`config.mk`:
```
export PLATFORM = sky130hd
export DESIGN_NAME = lbm_step_sequencer
export DESIGN_NICKNAME = d
export VERILOG_FILES = /design/src/rtl/lbm_pkg.sv /design/src/rtl/lbm_cell_walker.sv /design/src/rtl/lbm_step_sequencer.sv
export SDC_FILE = /design/constraint.sdc
export NUM_CORES = 1
export LEC_CHECK = 0
export ABC_CLOCK_PERIOD_IN_PS = 5650
export CORE_ASPECT_RATIO = 1.25
export CORE_MARGIN = 2
export CORE_UTILIZATION = 25
export CTS_CLUSTER_DIAMETER = 120
export CTS_CLUSTER_SIZE = 20
export DETAILED_ROUTE_END_ITERATION = 6
export SKIP_LAST_GASP = 1
export SLEW_MARGIN = 15
export SYNTH_ARGS = -nofsm -noshare
export SYNTH_HDL_FRONTEND = slang
export SYNTH_HIERARCHICAL = 1
export SYNTH_SLANG_ARGS = --single-unit
```
`constraint.sdc`:
```
create_clock -name clk -period 5.65 [get_ports clk]
set_input_delay 1.13 -clock clk [delete_from_list [all_inputs] [get_ports clk]]
set_output_delay 1.13 -clock clk [all_outputs]
set_load 0.02 [all_outputs]
```
`src/rtl/lbm_pkg.sv`:
```
// Shared lattice-Boltzmann definitions: grid geometry, phase encoding and RAM widths.
package lbm_pkg;

  localparam int unsigned GRID_W        = 4;
  localparam int unsigned GRID_H        = 3;
  localparam int unsigned DEPTH         = GRID_W * GRID_H;
  localparam int unsigned ADDR_W        = $clog2(DEPTH);
  localparam int unsigned DATA_WIDTH    = 16;
  localparam int unsigned ADDRESS_WIDTH = ADDR_W;

  typedef enum logic [2:0] {
    IDLE    = 3'd0,
    STREAM  = 3'd1,
    BOUNCE  = 3'd2,
    ZERO    = 3'd3,
    COLLIDE = 3'd4,
    DRAIN   = 3'd5
  } phase_t;

  // Counter width that never collapses to zero bits for degenerate sizes.
  function automatic int unsigned cnt_w(input int unsigned n);
    return (n > 1) ? $clog2(n) : 1;
  endfunction

endpackage

```
`src/rtl/lbm_cell_walker.sv`:
```
// Raster walker over the lattice: linear cell address plus row/column counters.
module lbm_cell_walker #(
  parameter int unsigned GRID_W = lbm_pkg::GRID_W,
  parameter int unsigned GRID_H = lbm_pkg::GRID_H,
  localparam int unsigned DEPTH  = GRID_W * GRID_H,
  localparam int unsigned ADDR_W = $clog2(DEPTH),
  localparam int unsigned ROW_W  = lbm_pkg::cnt_w(GRID_H),
  localparam int unsigned COL_W  = lbm_pkg::cnt_w(GRID_W)
) (
  input  logic              clk,
  input  logic              rst,
  input  logic              clear,
  input  logic              advance,
  output logic [ADDR_W-1:0] cell_addr,
  output logic [ROW_W-1:0]  row,
  output logic [COL_W-1:0]  col,
  output logic              last
);

  logic col_last;

  assign last     = (cell_addr == ADDR_W'(DEPTH - 1));
  assign col_last = (col == COL_W'(GRID_W - 1));

  always_ff @(posedge clk or posedge rst) begin
    if (rst) begin
      cell_addr <= '0;
      row       <= '0;
      col       <= '0;
    end else if (clear) begin
      cell_addr <= '0;
      row       <= '0;
      col       <= '0;
    end else if (advance) begin
      if (last) begin
        cell_addr <= '0;
        row       <= '0;
        col       <= '0;
      end else begin
        cell_addr <= cell_addr + ADDR_W'(1);
        if (col_last) begin
          col <= '0;
          row <= row + ROW_W'(1);
        end else begin
          col <= col + COL_W'(1);
        end
      end
    end
  end

endmodule

```
`src/rtl/lbm_step_sequencer.sv`:
```
// Timestep sequencer: walks the lattice through stream, bounce-back, zero, collide and drain.
module lbm_step_sequencer #(
  parameter int unsigned GRID_W      = lbm_pkg::GRID_W,
  parameter int unsigned GRID_H      = lbm_pkg::GRID_H,
  parameter int unsigned COLLIDE_LAT = 4,
  parameter int unsigned STEP_W      = 16,
  localparam int unsigned DEPTH      = GRID_W * GRID_H,
  localparam int unsigned ADDR_W     = $clog2(DEPTH)
) (
  input  logic              clk,
  input  logic              rst,
  input  logic              start,
  input  logic              abort,
  input  logic [STEP_W-1:0] num_steps,
  input  logic              stall,
  input  logic              barrier,
  output logic              busy,
  output logic              done,
  output logic [2:0]        phase,
  output logic [ADDR_W-1:0] cell_addr,
  output logic              rd_en,
  output logic              wr_en,
  output logic [3:0]        nb_ok,
  output logic [STEP_W-1:0] steps_done
);

  localparam int unsigned ROW_W   = lbm_pkg::cnt_w(GRID_H);
  localparam int unsigned COL_W   = lbm_pkg::cnt_w(GRID_W);
  localparam int unsigned DRAIN_W = lbm_pkg::cnt_w(COLLIDE_LAT);

  lbm_pkg::phase_t     phase_q, phase_d;
  logic                sub_q, sub_d;
  logic [DRAIN_W-1:0]  drain_q, drain_d;
  logic [STEP_W-1:0]   steps_q, steps_d;
  logic [STEP_W-1:0]   target_q, target_d;
  logic                done_q, done_d;
  logic                walk_adv, walk_clr, last;
  logic [ROW_W-1:0]    row;
  logic [COL_W-1:0]    col;

  lbm_cell_walker #(
    .GRID_W (GRID_W),
    .GRID_H (GRID_H)
  ) u_walker (
    .clk       (clk),
    .rst       (rst),
    .clear     (walk_clr),
    .advance   (walk_adv),
    .cell_addr (cell_addr),
    .row       (row),
    .col       (col),
    .last      (last)
  );

  always_ff @(posedge clk or posedge rst) begin
    if (rst) begin
      phase_q  <= lbm_pkg::IDLE;
      sub_q    <= 1'b0;
      drain_q  <= '0;
      steps_q  <= '0;
      target_q <= '0;
      done_q   <= 1'b0;
    end else begin
      phase_q  <= phase_d;
      sub_q    <= sub_d;
      drain_q  <= drain_d;
      steps_q  <= steps_d;
      target_q <= target_d;
      done_q   <= done_d;
    end
  end

  // sub_q marks the second cycle of a cell: STREAM write, or BOUNCE barrier write.
  always_comb begin
    phase_d  = phase_q;
    sub_d    = sub_q;
    drain_d  = drain_q;
    steps_d  = steps_q;
    target_d = target_q;
    done_d   = 1'b0;
    walk_adv = 1'b0;
    walk_clr = 1'b0;
    rd_en    = 1'b0;
    wr_en    = 1'b0;

    case (phase_q)
      lbm_pkg::IDLE: begin
        if (start) begin
          target_d = num_steps;
          steps_d  = '0;
          walk_clr = 1'b1;
          if (num_steps == '0) done_d  = 1'b1;
          else                 phase_d = lbm_pkg::STREAM;
        end
      end
      lbm_pkg::STREAM: begin
        rd_en    = !sub_q;
        wr_en    = sub_q;
        sub_d    = !sub_q;
        walk_adv = sub_q;
        if (sub_q && last) phase_d = lbm_pkg::BOUNCE;
      end
      lbm_pkg::BOUNCE: begin
        rd_en    = !sub_q;
        wr_en    = sub_q;
        sub_d    = !sub_q && barrier;
        walk_adv = sub_q || !barrier;
        if ((sub_q || !barrier) && last) phase_d = lbm_pkg::ZERO;
      end
      lbm_pkg::ZERO: begin
        wr_en    = barrier;
        walk_adv = 1'b1;
        if (last) phase_d = lbm_pkg::COLLIDE;
      end
      lbm_pkg::COLLIDE: begin
        rd_en    = 1'b1;
        walk_adv = 1'b1;
        if (last) begin
          phase_d = lbm_pkg::DRAIN;
          drain_d = '0;
        end
      end
      lbm_pkg::DRAIN: begin
        if (drain_q == DRAIN_W'(COLLIDE_LAT - 1)) begin
          drain_d = '0;
          steps_d = steps_q + STEP_W'(1);
          if (steps_d == target_q) begin
            phase_d = lbm_pkg::IDLE;
            done_d  = 1'b1;
          end else begin
            phase_d = lbm_pkg::STREAM;
          end
        end else begin
          drain_d = drain_q + DRAIN_W'(1);
        end
      end
      default: phase_d = lbm_pkg::IDLE;
    endcase

    // Backpressure holds every register; strobes keep their current decode.
    if (stall) begin
      phase_d  = phase_q;
      sub_d    = sub_q;
      drain_d  = drain_q;
      steps_d  = steps_q;
      target_d = target_q;
      done_d   = done_q;
      walk_adv = 1'b0;
      walk_clr = 1'b0;
    end

    if (abort) begin
      phase_d  = lbm_pkg::IDLE;
      sub_d    = 1'b0;
      drain_d  = '0;
      steps_d  = steps_q;
      target_d = target_q;
      done_d   = 1'b0;
      walk_adv = 1'b0;
      walk_clr = 1'b1;
    end
  end

  assign busy       = (phase_q != lbm_pkg::IDLE);
  assign done       = done_q;
  assign phase      = phase_q;
  assign steps_done = steps_q;
  // Bit order {row!=H-1, row!=0, col!=W-1, col!=0}: cell 0 decodes to 4'b1010.
  assign nb_ok = {row != ROW_W'(GRID_H - 1), row != '0, col != COL_W'(GRID_W - 1), col != '0};

endmodule

```
==> results.yml <==
drt:
  via_count: 2563
  post-route-drc-count: 0
  routed_wl_um: 7550
  postRouteAntennaNets: 0
  route.detailed.vias_per_inst: 4.81
  wl_per_cell_um: 14.2
  drtIter0Drc: 117
  drt-pass1-iter-count: 4
clocking:
  ctsHoldBuffers: 0
  cts_resized: 0
  htreeDepth: 2
  clk_transition_reported_paths_ns: 0.06
  tritoncts_sink_count: 47
  clock_tree_from_tritoncts: "built"
  cts_inserted_buffers: 5
  clock_tree.buffer_depth: 2
  clock_tree.root_cell: "sky130_fd_sc_hd__clkbuf_16"
  post_cts_setup_buffer_count: 0
  worst_skew_pair_later_pin_latency_ns: 0.29
logic_synthesis:
  postSynthCellCount: 330
  ys.warnings.count: 6
  postSynthAreaPerCell_um2: 9.16
  netlist_top_cells_count: "sky130_fd_sc_hd__dfrtp_1 (47), sky130_fd_sc_hd__o21ai_0 (39), sky130_fd_sc_hd__nand2_1 (31)"
  synth_enable_flop_cells: 0
  ys_ff_latch: 47
  synthMostInstantiatedCell: "sky130_fd_sc_hd__dfrtp_1"
  ys.flop_type: "sky130_fd_sc_hd__dfrtp_1"
  synth.net_count: 356
  post_synth_num_cell_types: 56
  postSynth.asyncResetShare: 1.00
  synthesis.area_um2: 3020
  leading_area_contributor_after_synthesis: "sky130_fd_sc_hd__dfrtp_1"
  netlist_top_cells_area: "sky130_fd_sc_hd__dfrtp_1 (39%), sky130_fd_sc_hd__o21ai_0 (6.5%), sky130_fd_sc_hd__mux2_2 (6.0%)"
  synth_seq_area_share: 0.389
  synthDominantCellAreaShare: 0.389
place:
  placement.cell_area_um2: 3660
  place_hpwl_um: 5490
  io_buffers: 52
  gp_congestion: 0.845
timing:
  final.min_clock_period_ns: 3.65
  timing_max_transition_violations_final: 0
  tightest_slew_ns: 0.754
  setup-tns-final_ns: 0
  maxClockFrequency_mhz: 274
  post-route-period-util: 0.646
  final_hold_viol_count: 0
  grt_setup_unrepaired: "false"
  fin_worst_skew_ns: 0.00911
  slew_headroom: 0.498
  timing.final.setup_violations: 0
grt:
  grt_util_met1: 0.167
  number_of_antenna_violations_at_the_first_check_in_global_routing: 0
  use_met2: 0.204
  grt_busiest_layer: "met2"
  grt_first_pass_wirelength_um: 12700
  fraction_of_met3_tracks_used_by_global_routing: 0.0209
  largest_net_degree_at_the_start_of_global_routing: 40
  total_congestion_overflow_after_global_routing: 0
  vias_in_the_first_global_route: 2448
  grt.total_usage: 0.122
floorplan:
  die_area_um2: 13000
  i_o_pin_total: 53
  std_cell_rows: 44
  dieHeight_um: 127
  floorplan.core_area_um2: 11700
  floorplan.die.width_um: 102
  initial_utilization: 0.258
finish:
  layout.core_utilization: 0.327
  layout_cell_area_excl_fill_um2: 3830
  layout-drive-gt1-share: 0.110
  fin_nets: 397
  area_growth_pct: 26.8
  number_of_diodes_added_for_antenna_fixing: 0
pwr:
  power.ir.vdd_worst_uv: 156
  power-per-cell-area_nw_per_um2: 247
  leakage_uw: 0.00153
worst_setup_path:
  arrival_worst_endpoint_ns: 2.52
  critical_path_class: "primary input to output port"
  slowest_stage: "sky130_fd_sc_hd__clkdlybuf4s50_1"
  end_kind: "output port"
  critical_path.max_stage_delay_ns: 0.62
  timing.critical_path.cells: "clkdlybuf4s50_1 -> nand3_1 -> a21oi_1 -> clkdlybuf4s50_1"
  critical-path-top-cell-by-count: "sky130_fd_sc_hd__clkdlybuf4s50_1"
  path_delay_family: "buffers and inverters"
  start_kind: "primary input"
  path_max_fanout: 3
  critical_path.n_buffers_inverters: 2
  critical_path_required_ns: 4.52
worst_hold_path:
  hp-class: "flop to flop"
run_status:
  run_status: "completed"
run:
  cap_violations: 0
[report_power, final]
part	switching, uW	total, uW	internal, uW
registers	39.9	413	373
logic	82.6	181	98.0
clock network	130	353	223
total	253	946	694
[registers in the layout, indices dropped and copies added, names as in the netlist]
register            cells
target_q               16
u_walker/col            2
sub_q                   1
u_walker/cell_addr      4
drain_q                 2
done                    1
phase                   3
u_walker/row            2
steps_done             16
[final timing paths]
| check | endpoint | start | depth (start not counted) | slack (ns) |
|---|---|---|---|---|
| min reg2reg | drain_q[1]$_DFFE_PP0P_ | drain_q[1]$_DFFE_PP0P_ | 2 | 0.51 |
| min | drain_q[1]$_DFFE_PP0P_ | drain_q[1]$_DFFE_PP0P_ | 2 | 0.51 |
| max reg2reg | phase[0]$_DFFE_PP0P_ | steps_done[0]$_DFFE_PP0P_ | 7 | 3.18 |
| min in group asynchronous | u_walker/row[1]$_DFFE_PP0P_ | rst | 2 | 1.13 |
| max in group asynchronous | steps_done[14]$_DFFE_PP0P_ | rst | 3 | 3.98 |
| max | wr_en | barrier | 4 | 2.00 |
[cell families (layout without fill, tap and decap cells)]
logic type                 count (synthesis)  count (layout)  share of synthesized area
buffers and inverters                     24              66                     0.0397
xor gates and xnor gates                  23              23                     0.0666
AOI/OAI and AO/OA                         78              78                      0.149
muxes                                     23              23                     0.0832
adders and majority gates                  4               4                     0.0166
and+or+nand+nor                          131             131                      0.256
DFF                                       47              47                      0.389
[layout make-up]
type	instances	area, um^2
Fill cell	1234	7890
Multi-Input combinational cell	259	1730
Sequential cell	47	1180
Timing Repair Buffer	54	536
Tap cell	161	201
Clock buffer	6	139
Clock inverter	2	38.8
Inverter	4	15.0
[stage by stage]
| step | cells | hold WS (ns) | power [uW] | worst slack (ns) |
|---|---|---|---|---|
| after floorplan | 330 | 0.454 | 540 | 2.95 |
| final | 533 | 0.506 | 946 | 2.00 |
| after global routing | 533 | 0.543 | 997 | 1.96 |
| after detailed placement | 525 | 0.489 | 601 | 2.01 |
| after CTS | 533 | 0.504 | 957 | 2.00 |
| after global placement | 525 | 0.467 | 596 | 2.04 |
[cell usage in the layout (no fill, tap or decap), types with 3 or more instances in the layout]
cell type	n
sky130_fd_sc_hd__ha_1	4
sky130_fd_sc_hd__nor2_1	28
sky130_fd_sc_hd__inv_1	4
sky130_fd_sc_hd__nand3b_1	3
sky130_fd_sc_hd__clkdlybuf4s50_1	52
sky130_fd_sc_hd__mux2_2	16
sky130_fd_sc_hd__nand4_1	4
sky130_fd_sc_hd__nor4_1	5
sky130_fd_sc_hd__clkbuf_16	5
sky130_fd_sc_hd__a21oi_1	16
sky130_fd_sc_hd__nor2b_1	6
sky130_fd_sc_hd__or3_1	3
sky130_fd_sc_hd__o31ai_1	4
sky130_fd_sc_hd__or2_2	3
sky130_fd_sc_hd__nand4_4	3
sky130_fd_sc_hd__nand2_1	31
sky130_fd_sc_hd__nand2b_1	7
sky130_fd_sc_hd__o21ai_1	3
sky130_fd_sc_hd__dfrtp_1	47
sky130_fd_sc_hd__o21ai_0	39
sky130_fd_sc_hd__nand3_1	11
sky130_fd_sc_hd__mux2i_1	6
sky130_fd_sc_hd__xnor2_1	15
sky130_fd_sc_hd__nor3_1	8
sky130_fd_sc_hd__xor2_1	8
[worst reg2reg max path, cell delays in order (launching register included)]
cell and delay [ns]:
sky130_fd_sc_hd__dfrtp_1 0.53, sky130_fd_sc_hd__ha_1 0.42, sky130_fd_sc_hd__nand4_4 0.21, sky130_fd_sc_hd__nor4_2 0.43, sky130_fd_sc_hd__xnor2_1 0.12, sky130_fd_sc_hd__nor2_1 0.11
sky130_fd_sc_hd__nand4_1 0.19, sky130_fd_sc_hd__o31a_1 0.35
[per-layer routing]
layer | vias to the layer above | wire length (um)
li1 | 1261 | -
met1 | 1226 | 3590
met2 | 72 | 3570
met3 | 4 | 338
met4 | 0 | 55
met5 | - | 0
Note: power is estimated with default switching activity, not from simulation.
==> RTL edit: new RTL, config.mk and constraints unchanged <==
Change the package constant `GRID_H` from 3 to 6.
--- a/src/rtl/lbm_pkg.sv
+++ b/src/rtl/lbm_pkg.sv
@@ -2,7 +2,7 @@
 package lbm_pkg;
 
   localparam int unsigned GRID_W        = 4;
-  localparam int unsigned GRID_H        = 3;
+  localparam int unsigned GRID_H        = 6;
   localparam int unsigned DEPTH         = GRID_W * GRID_H;
   localparam int unsigned ADDR_W        = $clog2(DEPTH);
   localparam int unsigned DATA_WIDTH    = 16;
Ports: changed (resized cell_addr); port bits go from 53 to 54. The function was not compared with the original's and may differ.
==> RTL edit against the original RTL <==
Clock skew about the same. Non-clock buffer count up 1. Sequential cell count increased by 2. Cell area is 1.8% higher. Routed wire length is 1.3% higher. Critical path depth is 1 higher. Power up 3.4%. Sequential share of layout area up 0.74 points. Synthesized area is 2.2% higher. Setup slack gained 0.0019 ns. Register-to-register slack got worse by 0.07 ns. Count of clock-buffer cells in the layout is 1 lower.
==> RTL edit: results (changes against the original RTL) <==
[run_status]
outcome = finished clean

[global_route]
grt_usage_pct = 12.04  ; -0.19 points
grt_first_pass_wirelength_um = 12870  ; +1.5%
grt_pass1_vias = 2575  ; +5.2%

[detailed_routing]
vias = 2689  ; +4.9%
via_per_inst = 4.961  ; +3.2%
detail_route.wl_per_cell_um = 14.12  ; -0.35%
drt_iter0_markers = 200  ; +71%

[critical_path]
critPathTopFamily = buffers and inverters
cpPeakStageDelay_ns = 0.61
worstReg2RegEnd = phase[0]
critPathSlowestCell = clkdlybuf4s50_1
crit_path_end_kind = output port
crit_fanout = 2  ; -1
cp_data_arrival_time_ns = 2.52  ; about the same
r2r_setup_slack_ns = 3.11  ; -0.07 ns

[clock_tree]
numCtsBuffers = 5  ; unchanged
htreeDepth = 2  ; unchanged
cts-root-buf = clkbuf_16

[yosys]
synth_xor_area_share_pct = 6.232  ; -0.43 points
synth.mux.area_fraction_pct = 6.880  ; -1.4 points
ys_types = 65  ; +16%
synth_compound_area_share_pct = 15.50  ; +0.56 points
synth_cells = 334  ; +1.2%
synth_fp_nets = 361  ; +1.4%
synthAdderAreaFrac_pct = 2.023  ; +0.37 points
yosys_warnings = 6  ; unchanged
yosys-top-cells-count = 49 x dfrtp_1, 37 x o21ai_0, 29 x nor2_1
yosys-top-cells-area = dfrtp_1 40%, o21ai_0 6.0%, mux2_2 5.5%, xnor2_1 3.7%, nor2_1 3.5%
ys_seq_area_share_pct = 39.66  ; +0.77 points

[placement]
dpl_cell_area_um2 = 3756  ; +2.7%
hpwl_um = 5664  ; +3.1%
place_inst = 534  ; +1.7%
dp_slack_ns = 2.010  ; -0.0003800 ns
place.gp.congestion = 0.8579  ; +1.5%
numPortBuffers = 53  ; +1.9%

[sta]
whs_ns = 0.4903  ; -0.01564 ns
finalClockSkew_ns = 0.009392  ; +0.0002835 ns
worst_pin_slew_ns = 0.7584  ; +0.004885 ns

[final_layout]
drive_gt1_share_pct = 11.11  ; +0.090 points
diodes = 0  ; unchanged
nNetsFinal = 404  ; +1.8%

[pwr]
p_leak_nw = 1.541  ; +1.0%
ir_worst_vdd_mv = 0.1213  ; -22%

-- RTL edit: changes by cell type after synthesis, moves of 3 or more --
cell | before | now
mux2i_1 | 6 | 1
inv_1 | 4 | 9
a31oi_1 | 0 | 4
nand4_4 | 3 | 0
nand4_1 | 4 | 7
o21ai_1 | 3 | 0
nand2_1 | 31 | 23
-- RTL edit: worst max-delay path by stage --
stage / start / endpoint / slack, ns / depth (start not counted)
2_1_floorplan: barrier / u_walker/cell_addr[3] / 2.76 / 6
3_3_place_gp: barrier / wr_en / 1.99 / 5
3_5_place_dp: barrier / wr_en / 2.01 / 5
4_1_cts: barrier / wr_en / 2.00 / 5
5_1_grt: barrier / wr_en / 1.91 / 5
6_report: barrier / wr_en / 2.00 / 5
-- RTL edit: cells by family (layout without fill, tap and decap cells) --
kind of cell / Yosys count / in the layout
flip-flops: 49 / 49
multiplexers: 19 / 19
buffers and inverters: 28 / 72
AO/OA/AOI/OAI: 79 / 79
XOR/XNOR: 22 / 22
adder cells (fa/ha/maj): 5 / 5
AND/OR/NAND/NOR: 132 / 132
-- RTL edit: per-layer routing --
layer	vias up	track usage, %	wire, µm
met3	7	2.064	375
li1	1302	-	-
met4	0	2.786	86
met5	-	0	0
met1	1303	16.50	3544
met2	77	19.73	3646
-- RTL edit: power breakdown --
part	switching [mW]	internal [mW]
registers	0.0492	0.395
logic	0.108	0.121
clock network	0.139	0.165
total	0.296	0.682
-- RTL edit: layout make-up --
cell class	instances	area [µm²]
multi-input combinational	257	1745
tap	164	205.2
inverter	9	33.78
timing repair buffer	55	545.5
clock buffer	5	125.1
sequential	49	1226
fill	1292	8203
clock inverter	3	21.27
